`src/rtl/alu_pwr_ctrl.sv`:
```
// ---------------------------------------------------------------------------
// alu_pwr_ctrl
//   Power-sequencing controller for the switchable ALU domain. Orders
//   isolation, supply switching and domain reset so the ALU wrapper never
//   sees an unisolated, unpowered ALU. Lives in the always-on domain.
//
// Ports
//   clk         in   1  clock
//   rst         in   1  asynchronous, active-high reset
//   pd_req      in   1  level request: power the ALU domain down
//   pu_req      in   1  level request: power the ALU domain up
//   alu_busy    in   1  ALU busy flag; power-down waits while high
//   alu_pwr_en  out  1  ALU supply switch enable
//   iso_en      out  1  ALU output isolation enable
//   alu_rst_n   out  1  ALU domain reset, active-low
//   ready       out  1  high only in ON
//   done        out  1  1-cycle pulse on entry to ON or OFF (not on reset)
//   busy_to     out  1  1-cycle pulse on forced power-down (timeout build)
//   state       out  3  current FSM state encoding, for debug
//
// Build option
//   ALU_PWR_TIMEOUT_EN : bound the busy-wait in ON to BUSY_TO_CYC cycles,
//                        then force power-down and pulse busy_to. When not
//                        defined the busy-wait is unbounded and busy_to is 0.
//
// State table
//   state    | enc | pwr/iso/rst_n | meaning
//   S_OFF    |  0  |   0/1/0       | domain off and isolated
//   S_PWR_UP |  1  |   1/1/0       | supply on, waiting for it to settle
//   S_RST_HLD|  2  |   1/1/0       | supply settled, domain reset still held
//   S_DE_ISO |  3  |   1/1/1       | reset released while still isolated
//   S_ON     |  4  |   1/0/1       | domain usable, ready=1
//   S_ISO    |  5  |   1/1/1       | isolated, waiting before supply drops
// ---------------------------------------------------------------------------
module alu_pwr_ctrl #(
  parameter int ISO_SETUP_CYC = 2,
  parameter int PWR_UP_CYC    = 8,
  parameter int RST_HOLD_CYC  = 2,
  parameter int BUSY_TO_CYC   = 64,
  parameter int CNT_W         = 8
) (
  input  logic       clk,
  input  logic       rst,
  input  logic       pd_req,
  input  logic       pu_req,
  input  logic       alu_busy,
  output logic       alu_pwr_en,
  output logic       iso_en,
  output logic       alu_rst_n,
  output logic       ready,
  output logic       done,
  output logic       busy_to,
  output logic [2:0] state
);

  typedef enum logic [2:0] {
    S_OFF     = 3'd0,
    S_PWR_UP  = 3'd1,
    S_RST_HLD = 3'd2,
    S_DE_ISO  = 3'd3,
    S_ON      = 3'd4,
    S_ISO     = 3'd5
  } pwr_state_e;

  localparam logic [CNT_W-1:0] PWR_UP_LD   = CNT_W'(PWR_UP_CYC - 1);
  localparam logic [CNT_W-1:0] RST_HOLD_LD = CNT_W'(RST_HOLD_CYC - 1);
  localparam logic [CNT_W-1:0] ISO_LD      = CNT_W'(ISO_SETUP_CYC - 1);
  localparam logic [CNT_W-1:0] CNT_ONE     = CNT_W'(1);

  // Largest value any down-counter is ever loaded with.
  localparam int MAX_A  = (PWR_UP_CYC > RST_HOLD_CYC) ? PWR_UP_CYC : RST_HOLD_CYC;
  localparam int MAX_B  = (ISO_SETUP_CYC > BUSY_TO_CYC) ? ISO_SETUP_CYC : BUSY_TO_CYC;
  localparam int MAX_LD = ((MAX_A > MAX_B) ? MAX_A : MAX_B) - 1;

  if (ISO_SETUP_CYC < 1 || PWR_UP_CYC < 1 || RST_HOLD_CYC < 1 ||
      BUSY_TO_CYC < 1 || CNT_W < 1 || CNT_W > 31 || MAX_LD >= (1 << CNT_W)) begin : g_param_chk
    $error("alu_pwr_ctrl: parameter out of range");
  end

  pwr_state_e       cur_st;
  pwr_state_e       nxt_st;
  logic [CNT_W-1:0] timer;
  logic [CNT_W-1:0] nxt_timer;
  logic             timer_tc;
  logic             to_fire;

  assign timer_tc = (timer == '0);

  // -------------------------------------------------------------------------
  // Busy-wait timeout: down-counter reloaded whenever the ON/pd_req/alu_busy
  // wait condition is broken, so only consecutive cycles count.
  // -------------------------------------------------------------------------
`ifdef ALU_PWR_TIMEOUT_EN
  localparam logic [CNT_W-1:0] BUSY_LD = CNT_W'(BUSY_TO_CYC - 1);

  logic [CNT_W-1:0] busy_cnt;
  logic             busy_wait;

  assign busy_wait = (cur_st == S_ON) && pd_req && alu_busy;
  assign to_fire   = busy_wait && (busy_cnt == '0);

  always_ff @(posedge clk or posedge rst) begin
    if (rst) begin
      busy_cnt <= BUSY_LD;
      busy_to  <= 1'b0;
    end else begin
      busy_cnt <= (busy_wait && !to_fire) ? (busy_cnt - CNT_ONE) : BUSY_LD;
      busy_to  <= to_fire;
    end
  end
`else
  assign to_fire = 1'b0;
  assign busy_to = 1'b0;
`endif

  // -------------------------------------------------------------------------
  // Next state / timer
  // -------------------------------------------------------------------------
  always_comb begin
    nxt_st    = cur_st;
    nxt_timer = timer;
    case (cur_st)
      S_OFF: begin
        // pu_req wins when both requests are high; pd_req means nothing here.
        if (pu_req) begin
          nxt_st    = S_PWR_UP;
          nxt_timer = PWR_UP_LD;
        end
      end
      S_PWR_UP: begin
        if (timer_tc) begin
          nxt_st    = S_RST_HLD;
          nxt_timer = RST_HOLD_LD;
        end else begin
          nxt_timer = timer - CNT_ONE;
        end
      end
      S_RST_HLD: begin
        if (timer_tc) nxt_st = S_DE_ISO;
        else          nxt_timer = timer - CNT_ONE;
      end
      S_DE_ISO: begin
        nxt_st = S_ON;
      end
      S_ON: begin
        // pd_req wins when both requests are high; a busy ALU holds us here
        // unless the timeout build has given up waiting.
        if (pd_req && (!alu_busy || to_fire)) begin
          nxt_st    = S_ISO;
          nxt_timer = ISO_LD;
        end
      end
      S_ISO: begin
        if (timer_tc) nxt_st = S_OFF;
        else          nxt_timer = timer - CNT_ONE;
      end
      default: begin
        nxt_st    = S_OFF;
        nxt_timer = '0;
      end
    endcase
  end

  // -------------------------------------------------------------------------
  // State register with outputs decoded from the next state, so every output
  // is a flop that always matches the state register it sits beside.
  // -------------------------------------------------------------------------
  always_ff @(posedge clk or posedge rst) begin
    if (rst) begin
      cur_st     <= S_OFF;
      timer      <= '0;
      alu_pwr_en <= 1'b0;
      iso_en     <= 1'b1;
      alu_rst_n  <= 1'b0;
      ready      <= 1'b0;
      done       <= 1'b0;
    end else begin
      cur_st     <= nxt_st;
      timer      <= nxt_timer;
      alu_pwr_en <= (nxt_st != S_OFF);
      iso_en     <= (nxt_st != S_ON);
      alu_rst_n  <= (nxt_st == S_DE_ISO) || (nxt_st == S_ON) || (nxt_st == S_ISO);
      ready      <= (nxt_st == S_ON);
      done       <= (nxt_st != cur_st) && ((nxt_st == S_ON) || (nxt_st == S_OFF));
    end
  end

  assign state = cur_st;

endmodule

```
`config.mk`:
```
export PLATFORM = sky130hd
export DESIGN_NAME = alu_pwr_ctrl
export DESIGN_NICKNAME = d
export VERILOG_FILES = /design/src/rtl/alu_pwr_ctrl.sv
export SDC_FILE = /design/constraint.sdc
export NUM_CORES = 1
export LEC_CHECK = 0
export CAP_MARGIN = 20
export CORE_MARGIN = 2
export CORE_UTILIZATION = 37
export CTS_CLUSTER_SIZE = 8
export DETAILED_ROUTE_END_ITERATION = 7
export PLACE_DENSITY = 0.65
export SLEW_MARGIN = 20
export SYNTH_ARGS = -nofsm -noshare
export SYNTH_HDL_FRONTEND = slang
export SYNTH_SLANG_ARGS = --single-unit
export TNS_END_PERCENT = 5
```
`constraint.sdc`:
```
create_clock -name clk -period 5.4 [get_ports clk]
set_input_delay 1.08 -clock clk [delete_from_list [all_inputs] [get_ports clk]]
set_output_delay 1.08 -clock clk [all_outputs]
set_load 0.1 [all_outputs]
```
==> flow_summary.toml <==
[drt]
ant_nets = 0
wl_mm = 2.043
num_vias = 817
vias_per_cell = 5.520
drt_first_pass_iters = 4
drc_errors = 0
detail_route.iter0.violations = 9
wl_per_cell_um = 13.80

[final_layout]
num-nets-final = 126
num_antenna_cells = 0
syn_to_final_growth_pct = 14.37
design_area_mm2 = 0.001155
drive_gt1_frac = 0.1356

[global_route]
grt_antenna_before_repair = 0
grt_pass1_wl_mm = 3.746
grt_max_degree = 21
grt_usage = 0.1471
grt_pass1_vias = 809
grt-ovfl-total = 0

[sta]
min_period_ns = 3.295
hold_viol = 0
slew_viol_final = 0
setup_viol = 0
clock.fmax_ghz = 0.3035
rsz0062_at_grt = "no"
worst_pin_slew_ns = 0.9612
finalSetupTns_ns = 0
min_period_over_period = 0.6101
finClkSkew_ns = 0.001376
max_slew_margin = 0.3572

[hold_path]
hold_path.class = "reg2reg"
min-delay-start = "timer[3]$_DFFE_PP0P_"

[floorplan]
core_area_mm2 = 0.002522
die_h_um = 56.24
die_x_um = 56.24
row_count = 18
initial_core_util = 0.4003
io_pins = 14
die-area_mm2 = 0.003163

[synth]
synthesis.instances = 108
yosysWarnings = 0
syn_area_per_cell_um2 = 9.349
synth.distinct_cells = 45
synth-edff-count = 0
synth_area_mm2 = 0.001010
synth-seq-area-share = 0.3978
async_flop_share = 1.000
synth_seq_cells = 16
synth_flop_cell = "dfrtp_1"
synth_nets = 115

[critical_path]
required_ns = 4.32
startpoint_type = "flip-flop"
r2r_start = "state[1]$_DFF_PP0_"
cpMaxStageDelayCell = "clkdlybuf4s50_1"
cp_top_family = "buffers and inverters"
max_stage_delay_ns = 1.23
cp-end-kind = "output port"
arrival_ns = 2.21
path_buf_inv = 1
criticalPathCategory = "reg2out"
cp_max_fo = 20
cp-startpoint = "state[1]$_DFF_PP0_"
path_cells = "clkdlybuf4s50_1"

[clock_tree]
cts.reportedPaths.clkPinSlew_ns = 0.10
clock-sinks = 16
holdBufCountCts = 0
cts_buffers = 3
clk_path_buf_depth = 2
clock_latency_ns = 0.29
cts_tree = "done"
cts_root_buf = "clkbuf_4"
htreeDepth = 1
cts-resized-gates = 0
post_cts_buffers = 0

[placed_design]
place_area_mm2 = 0.001119
numPortBuffers = 12
hpwl_mm = 1.486
gp_congestion = 0.8019

[outcome]
outcome = "completed"

[job]
cap_violations = 0
[through the flow]
stage	setup slack, ns	utilization	hold slack [ns]	std cells
final	2.105	0.4578	0.5613	148
after global routing	2.032	0.4578	0.6040	148
after CTS	2.106	0.4578	0.5558	148
after detailed placement	2.443	0.4435	0.5309	144
after global placement	2.458	0.4435	0.5274	144
after floorplan	3.143	-	0.5088	108
[kinds of logic (layout without fill, tap and decap cells)]
group           after synthesis  count (layout)  share of synthesized area
flops                        16              16                     0.3978
simple gates                 44              44                     0.2627
buf+inv                      13              23                    0.07435
fa+ha+maj                     2               2                    0.02478
mux                           1               1                    0.01115
compound gates               31              31                     0.2255
other cells                   1               1                   0.003714
[layout make-up]
class / instances / area, µm²
Fill cell: 263 / 1368
Sequential cell: 16 / 401.6
Tap cell: 30 / 37.54
Clock buffer: 4 / 36.28
Timing Repair Buffer: 12 / 120.1
Inverter: 7 / 26.28
Multi-Input combinational cell: 79 / 533.0
[per-layer routing]
| metal | GRT usage | vias to the layer above | share of wire |
|---|---|---|---|
| met3 | 0.05349 | 0 | 0.047 |
| met5 | 0 | - | 0 |
| li1 | - | 406 | - |
| met1 | 0.1891 | 393 | 0.49 |
| met2 | 0.2471 | 18 | 0.46 |
| met4 | 0.01020 | 0 | 0 |
[Yosys cell counts, drive strengths merged (2+ instances only)]
| cell type | count | share of area |
|---|---|---|
| dfrtp | 15 | 0.37 |
| nor2 | 10 | 0.037 |
| nand2 | 8 | 0.032 |
| a21oi | 7 | 0.035 |
| inv | 7 | 0.026 |
| nand2b | 6 | 0.037 |
| buf | 4 | 0.041 |
| o21ai | 4 | 0.020 |
| a31oi | 3 | 0.025 |
| nor2b | 3 | 0.019 |
| nor3 | 3 | 0.020 |
| o22ai | 3 | 0.019 |
| or3 | 3 | 0.019 |
| a211oi | 2 | 0.015 |
| and3b | 2 | 0.017 |
| clkbuf | 2 | 0.0074 |
| ha | 2 | 0.025 |
| nand3 | 2 | 0.015 |
| o211ai | 2 | 0.020 |
| o21bai | 2 | 0.015 |
| or2 | 2 | 0.012 |
[cell usage in the layout (no fill, tap or decap), types with 2 or more instances in the layout]
cell type and count:
a21oi_1 7, a31oi_1 2, inv_1 6, a211oi_1 2, o21ai_0 4, nand2_1 7, nor3_1 2, or3_1 3
clkdlybuf4s50_1 12, nor2_1 10, o21bai_1 2, o22ai_1 3, clkbuf_4 3, nor2b_1 3, ha_1 2, dfrtp_1 15
and3b_1 2, nand2b_1 6
[final timing paths]
kind | endpoint | slack [ns] | cells after the start
worst max-delay path | state[1] | 2.11 | 1
worst min-delay path | timer[3]$_DFFE_PP0P_ | 0.56 | 1
worst max register to register | timer[6]$_DFFE_PP0P_ | 3.39 | 5
worst min register to register | timer[3]$_DFFE_PP0P_ | 0.56 | 1
max in group asynchronous | timer[3]$_DFFE_PP0P_ | 3.84 | 2
min in group asynchronous | ready$_DFF_PP0_ | 1.16 | 2
[state kept, by name, indices dropped and copies added, names as in the netlist]
name and flops:
done 1, ready 1, state 3, timer 8, alu_rst_n 1, iso_en 1
alu_pwr_en 1
Power is not shown: default switching activity piles up to over one toggle a cycle in this logic, so the estimate is an artifact.
